--- config.mk ---
export PLATFORM = sky130hd
export DESIGN_NAME = div_sequencer
export DESIGN_NICKNAME = d
export VERILOG_FILES = /design/src/rtl/div_sequencer.sv
export SDC_FILE = /design/constraint.sdc
export NUM_CORES = 1
export LEC_CHECK = 0
export ABC_AREA = 1
export CORE_ASPECT_RATIO = 1.25
export CORE_MARGIN = 4
export CORE_UTILIZATION = 30
export CTS_BUF_LIST = sky130_fd_sc_hd__clkbuf_8
export DETAILED_ROUTE_END_ITERATION = 6
export PLACE_DENSITY_LB_ADDON = 0.3
export SYNTH_ARGS = -nofsm -noshare
export SYNTH_HDL_FRONTEND = slang
export SYNTH_SLANG_ARGS = --single-unit
--- constraint.sdc ---
create_clock -name clk -period 16.7 [get_ports clk]
set_input_delay 1.67 -clock clk [delete_from_list [all_inputs] [get_ports clk]]
set_output_delay 1.67 -clock clk [all_outputs]
set_load 0.02 [all_outputs]
--- src/rtl/div_sequencer.sv ---
// Multi-cycle DIV/DIVU/REM/REMU sequencer: 32-step restoring divider that stalls the
// pipeline, resolves divide-by-zero and signed overflow early, and strobes write-back.
module div_sequencer #(
    parameter int XLEN = 32
) (
    input  logic            clk,
    input  logic            rst,
    input  logic            start,
    input  logic [2:0]      div_op,
    input  logic [XLEN-1:0] dividend,
    input  logic [XLEN-1:0] divisor,
    input  logic [3:0]      rd_in,
    input  logic            flush,
    output logic            busy,
    output logic            stall,
    output logic            done,
    output logic [XLEN-1:0] result,
    output logic [3:0]      rd_out,
    output logic            wb_en
);
    localparam int CW = $clog2(XLEN);
    localparam logic [2:0] OP_DIV  = 3'b001;
    localparam logic [2:0] OP_DIVU = 3'b010;
    localparam logic [2:0] OP_REM  = 3'b011;
    localparam logic [2:0] OP_REMU = 3'b100;
    localparam logic [XLEN-1:0] MIN_NEG = {1'b1, {(XLEN-1){1'b0}}};
    localparam logic [XLEN-1:0] ONE     = {{(XLEN-1){1'b0}}, 1'b1};

    typedef enum logic [2:0] {IDLE, SETUP, ITERATE, FIXUP, DONE} state_t;

    state_t          r_state, w_next;
    logic [2:0]      r_op;
    logic [3:0]      r_rd;
    logic [XLEN-1:0] r_dvd_mag, r_dvs_mag, r_rem, r_q, r_result;
    logic            r_dvd_neg, r_dvs_neg;
    logic [CW-1:0]   r_cnt;
    logic [3:0]      r_rd_out;

    logic            w_valid_op, w_accept, w_signed_in, w_is_rem;
    logic            w_div_zero, w_ovf, w_special, w_ge;
    logic [XLEN-1:0] w_dvd_raw, w_special_res, w_diff, w_q_fix, w_r_fix;
    logic [XLEN:0]   w_shift;

    assign w_valid_op  = (div_op >= OP_DIV) && (div_op <= OP_REMU);
    assign w_accept    = (r_state == IDLE) && start && w_valid_op && !flush;
    assign w_signed_in = (div_op == OP_DIV) || (div_op == OP_REM);
    assign w_is_rem    = (r_op == OP_REM) || (r_op == OP_REMU);

    // Sign flags are only ever set for signed ops, so they also encode signedness.
    assign w_div_zero = (r_dvs_mag == '0);
    assign w_ovf      = r_dvd_neg && (r_dvd_mag == MIN_NEG) && r_dvs_neg && (r_dvs_mag == ONE);
    assign w_special  = w_div_zero || w_ovf;
    assign w_dvd_raw  = r_dvd_neg ? -r_dvd_mag : r_dvd_mag;
    assign w_special_res = w_div_zero ? (w_is_rem ? w_dvd_raw : '1)
                                      : (w_is_rem ? '0 : MIN_NEG);

    assign w_shift = {r_rem, r_q[XLEN-1]};
    assign w_ge    = w_shift >= {1'b0, r_dvs_mag};
    assign w_diff  = w_shift[XLEN-1:0] - r_dvs_mag;
    assign w_q_fix = ((r_op == OP_DIV) && (r_dvd_neg ^ r_dvs_neg)) ? -r_q : r_q;
    assign w_r_fix = r_dvd_neg ? -r_rem : r_rem;

    // NOTE: sequential state uses non-blocking assignments so every register samples pre-edge values.
    always_ff @(posedge clk or posedge rst) begin
        if (rst) r_state <= IDLE;
        else     r_state <= w_next;
    end

    // NOTE: default assignment first keeps this combinational block latch-free.
    always_comb begin
        w_next = r_state;
        if (flush) begin
            w_next = IDLE;
        end else begin
            case (r_state)
                IDLE:    if (w_accept) w_next = SETUP;
                SETUP:   w_next = w_special ? DONE : ITERATE;
                ITERATE: if (r_cnt == '0) w_next = FIXUP;
                FIXUP:   w_next = DONE;
                DONE:    w_next = IDLE;
                default: w_next = IDLE;
            endcase
        end
    end

    always_comb begin
        busy  = (r_state != IDLE);
        stall = w_accept || (r_state == SETUP) || (r_state == ITERATE) || (r_state == FIXUP);
        done  = (r_state == DONE);
        wb_en = done && (r_rd_out != '0);
    end

    always_ff @(posedge clk or posedge rst) begin
        if (rst) begin
            r_op      <= '0;
            r_rd      <= '0;
            r_dvd_mag <= '0;
            r_dvs_mag <= '0;
            r_dvd_neg <= 1'b0;
            r_dvs_neg <= 1'b0;
            r_rem     <= '0;
            r_q       <= '0;
            r_cnt     <= '0;
            r_result  <= '0;
            r_rd_out  <= '0;
        end else if (!flush) begin
            case (r_state)
                IDLE: if (w_accept) begin
                    r_op      <= div_op;
                    r_rd      <= rd_in;
                    r_dvd_neg <= w_signed_in && dividend[XLEN-1];
                    r_dvs_neg <= w_signed_in && divisor[XLEN-1];
                    r_dvd_mag <= (w_signed_in && dividend[XLEN-1]) ? -dividend : dividend;
                    r_dvs_mag <= (w_signed_in && divisor[XLEN-1]) ? -divisor : divisor;
                end
                SETUP: begin
                    if (w_special) begin
                        r_result <= w_special_res;
                        r_rd_out <= r_rd;
                    end else begin
                        r_rem <= '0;
                        r_q   <= r_dvd_mag;
                        r_cnt <= CW'(XLEN - 1);
                    end
                end
                ITERATE: begin
                    r_rem <= w_ge ? w_diff : w_shift[XLEN-1:0];
                    r_q   <= {r_q[XLEN-2:0], w_ge};
                    r_cnt <= r_cnt - 1'b1;
                end
                FIXUP: begin
                    r_result <= w_is_rem ? w_r_fix : w_q_fix;
                    r_rd_out <= r_rd;
                end
                default: ;
            endcase
        end
    end

    assign result = r_result;
    assign rd_out = r_rd_out;
endmodule

Word level (Yosys, flattened, before mapping)
Cells that the tools add are included.
Cells by class
  equality and inequality tests: 15
  multiplexer cells: 25
  $add $sub $neg: 7
  bitwise operators: 2
  reductions and logical operators: 29
  order comparisons: 3
Operators by type and width (number)
  two-way mux 32 bit: 13
  one-hot mux 32 bit (2 select lines): 3
  negation 32 bit: 5
  greater-or-equal comparator 33 x 32 -> 1 bit: 1
  equality test 32 x 1 -> 1 bit, second input constant: 1
  equality test 32 bit, second input constant: 1
  zero test 32 bit: 1
  subtractor 32 bit: 1
  equality test 3 x 2 -> 1 bit, second input constant: 4
  two-way mux 3 bit: 4
  one-hot mux 3 bit (4 select lines): 1
  logical AND 1 bit: 11
  one-hot mux 5 bit (2 select lines): 1
  equality test 3 x 1 -> 1 bit, second input constant: 3
  AND reduction 3 bit: 3
  one-hot mux 4 bit (2 select lines): 1
  equality test 3 bit, second input constant: 2
  logical OR 1 bit: 6
  != test 3 bit, second input constant: 2
  zero test 5 bit: 1
  two-way mux 5 bit: 1
  subtractor 5 x 1 -> 5 bit, second input constant: 1
  two-way mux 4 bit: 1
  != test 2 bit, second input constant: 2
  other kinds (10): 11
Word-level totals
  bits in registers: 181
  word-level logic and storage cells: 93
  bits of input ports: 75
  output and inout port bits: 40

Depth between registers and ports, before layout
  depth after elaboration: 8
  depth in mapped cells: 18
  depth with buffers taken out: 17

Least setup slack after synthesis
Ideal clock, no wire load.
  kind: input-to-output
  from: input port div_op[1]
  to: output port stall
  stages: 6
  arrival time: 2712 ps
  path buffers: 1
  required time: 15030 ps
  path slack: 12318 ps
  cell sequence: nor2_1 xor2_1 nor2_1 nand2_1 clkbuf_1 o21ai_0
Between the ends
  word-level cells in the longest chain between the ends: 7
  elaborated cells on any way between the ends: 8
  those cells by class: 2 x order compare; 6 x reduce/logical
Ends and longest elaborated chain
  start: declaration: RTL line 9  | input logic [2:0] div_op,
  greater-or-equal comparator 3 x 1 -> 1 bit / less-or-equal comparator 3 bit (equally long branches): RTL line 44  | assign w_valid_op = (div_op >= OP_DIV) && (div_op <= OP_REMU);
  logical AND 1 bit *: RTL line 44
  logical AND 1 bit * (2 in a row): RTL line 45  | assign w_accept = (r_state == IDLE) && start && w_valid_op && !flush;
  logical OR 1 bit * (3 in a row): RTL line 88  | stall = w_accept || (r_state == SETUP) || (r_state == ITERATE) || (r_state == FIXUP);
  end: declaration: RTL line 15  | output logic stall,
Every way passes the cells marked *; elsewhere a longest branch is shown, timed or not.

Worst setup path after layout
Same ends and word-level chain as after synthesis.

==> results_dict.tcl <==
set metrics [dict create \
    status "complete, no violations" \
    ys_types 47 \
    rows 90 \
    syn_area_um2 14750 \
    syn_nets 2459 \
    htree_levels 4 \
    viasPerCell 5.118 \
    worstHoldPathCells 2 \
    critPathKind "in -> out" \
    wl_um 52950 \
    worstPathMaxFanout 2 \
    insertion_delay_ns 0.51 \
    drt_iter0_drc 1256 \
    synth_simple_gate_area_share_pct 37.54 \
    synth_warnings 0 \
    ant_nets 0 \
    grt_max_degree 82 \
    peakVddDrop_mv 0.05922 \
    rr_endpoint "r_rem[23]" \
    synthFlopType "dfrtp_1" \
    synth-edff-count 0 \
    arrival_ns 3.27 \
    ys_seq_area_share_pct 30.71 \
    fill_cells 5394 \
    cts.sinks 181 \
    finalNonFillerCells 3060 \
    die_width_um 206.3 \
    drc 0 \
    multi_input_area_um2 8871 \
    worstSetupEndpointType "primary output" \
    grt_util_all_layers_pct 19.67 \
    die_area_um2 52800 \
    ys_async_sr_fraction_pct 100.0 \
    drv_slew 0 \
    placed_cell_area_um2 16370 \
    place_congestion 0.9420 \
    grt_pass1_wl_um 81990 \
    ff_latch_area_um2 4531 \
    fin_crit_ns 4.943 \
    wl_per_cell_um 17.31 \
    cts-resized-gates 0 \
    syn_area_per_cell_um2 6.293 \
    num_vias 15662 \
    fin_skew_ns 0.02594 \
    p_leak_nw 8.056 \
    p_per_area_nw_per_um2 145.4 \
    setup_tns_ns 0 \
    cts_tree "done" \
    cp-endpoint "stall" \
    post-place-cells 3028 \
    numCtsBuffers 17 \
    rsz0062_at_grt "false" \
    synthAdderAreaFrac_pct 3.444 \
    post_cts_buffers 0 \
    firstDrtPassIters 7 \
    drv_cap 0 \
    slew-limit-headroom_pct 31.26 \
    drive_above_1_share_pct 4.058 \
    cts.clk_slew.worst_paths_ns 0.11 \
    hold_viol 0 \
    synth.area.mux_share_pct 0 \
    cts-root-buf "clkbuf_8" \
    worstPathRequired_ns 15.03 \
    hold_buffers 0 \
    critPathLaunchType "input port" \
    tightest_slew_ns 1.030 \
    core_area_um2 48420 \
    floorplan.initialDensity_pct 30.46 \
    syn_to_final_growth_pct 13.66 \
    r2r-start "r_dvs_mag[28]" \
    grt_overflow 0 \
    antenna_found_initial 1 \
    setup_viol 0 \
    hp-class "reg -> reg" \
    die_h_um 255.9 \
    cp-startpoint "div_op[1]" \
    ctsLongestPathBuffers 2 \
    max_freq_mhz 202.3 \
    postLayoutCellArea_um2 16760 \
    port_buffers 114 \
    rrSetupSlack_ns 12.80 \
    nNetsFinal 2518 \
    ff2ff_path_depth 12 \
    synth_top_family_by_area "simple AND/OR/NAND/NOR gates" \
    io_pins 115 \
    period_share_pct 29.60 \
    hpwl_um 41470 \
    synth_compound_area_share_pct 15.22 \
    grt_pass1_vias 14831 \
    synthXorXnorAreaFrac_pct 3.860 \
    synthCells 2344 \
    ys_ff_latch 181 \
]
==> per-layer routing <==
layer  GRT usage (%)  up-vias  part of all wire (%)
met5               0        -                     0
met4           10.15        0                   5.3
met3           2.509      107                   4.3
met2           32.58      448                    48
met1           24.94     7339                    42
li1                -     7768                     -
==> how the worst min path moves through the flow <==
stage          slack [ns]      start        end
2_1_floorplan        0.44    r_rd[2]  rd_out[2]
3_3_place_gp         0.46    r_rd[3]  rd_out[3]
4_1_cts              0.48    r_rd[3]  rd_out[3]
5_1_grt              0.50  result[4]  result[4]
3_5_place_dp         0.45    r_rd[3]  rd_out[3]
6_report             0.48    r_rd[3]  rd_out[3]
==> synth_stat cells (2+ instances only) <==
master	instances	area (um2)
or2_2	6	37.54
inv_1	244	915.9
a21o_1	6	45.04
nor3_1	43	215.2
buf_6	9	101.4
xnor2_1	21	183.9
a22oi_1	2	15.01
o21ai_2	20	175.2
o21a_1	4	30.03
o21ai_0	211	1056
xor2_1	44	385.4
nand3_1	247	1236
inv_2	2	7.510
nand3_2	2	20.02
o22ai_1	3	18.77
dfrtp_1	181	4529
clkbuf_1	35	131.4
buf_2	26	130.1
o211ai_1	10	75.07
nor2_1	252	945.9
nand3b_1	15	112.6
o21ai_1	37	185.2
o31ai_1	9	67.56
buf_4	3	22.52
buf_1	13	48.80
a21oi_1	99	495.5
nand2_2	9	56.30
nand2_1	698	2620
nor2_2	4	25.02
ha_1	39	488.0
o41ai_1	2	17.52
nor4_1	3	18.77
nand4_1	31	193.9
==> layout by cell type (no fill, tap or decap), drive strengths merged, types with 12 or more instances in the layout <==
cell	n
clkdlybuf4s50	114
dfrtp	181
nand2	708
nor2	257
ha	39
nand4	31
clkbuf	18
buf	12
a21oi	100
o21ai	268
nor3	44
inv	253
nand3b	15
xnor2	21
xor2	44
nand3	250
==> critical path: stages <==
cell	delay, ns
clkdlybuf4s50_1	0.48
nor2_1	0.06
xor2_1	0.13
nor2_1	0.15
nand2_2	0.07
o21ai_0	0.07
clkdlybuf4s50_1	0.64
==> sequential cells by signal (all words and copies together), names as in the netlist <==
signal     cells
r_dvd_mag     32
r_dvs_mag     32
r_q           32
r_rem         32
result        32
r_cnt          5
r_rd           4
rd_out         4
r_op           3
r_state        3
r_dvd_neg      1
r_dvs_neg      1
==> cells by family after synthesis <==
kind of cell,after synthesis
AO/OA/AOI/OAI,410
XOR/XNOR,65
adder cells (fa/ha/maj),40
buffers and inverters,333
flip-flops,181
AND/OR/NAND/NOR,1315
==> area by class of cell <==
type                       instances  area share (%)
timing repair buffer             126           7.344
sequential                       181           27.02
multi-input combinational       1830           52.91
clock buffer                      18           1.478
inverter                         247           5.575
clock inverter                    13          0.8434
antenna                            1         0.01493
tap                              644           4.806
==> power breakdown <==
group | switching [mW] | total [mW] | internal [mW]
Clock | 0.185 | 0.311 | 0.127
Combinational | 0.938 | 1.39 | 0.454
Sequential | 0.165 | 0.733 | 0.568
==> stage by stage <==
step           power, mW  util [%]  setup WS (ns)  hold WS, ns
3_5_place_dp       2.110     33.81          11.76       0.4529
6_report           2.437     34.62          11.76       0.4799
5_1_grt            2.642     34.62          11.68       0.5045
4_1_cts            2.427     34.62          11.75       0.4805
3_3_place_gp       2.093     33.81          11.70       0.4603
2_1_floorplan      1.673         -          10.11       0.4422
Power figures use the tool's default switching activity.
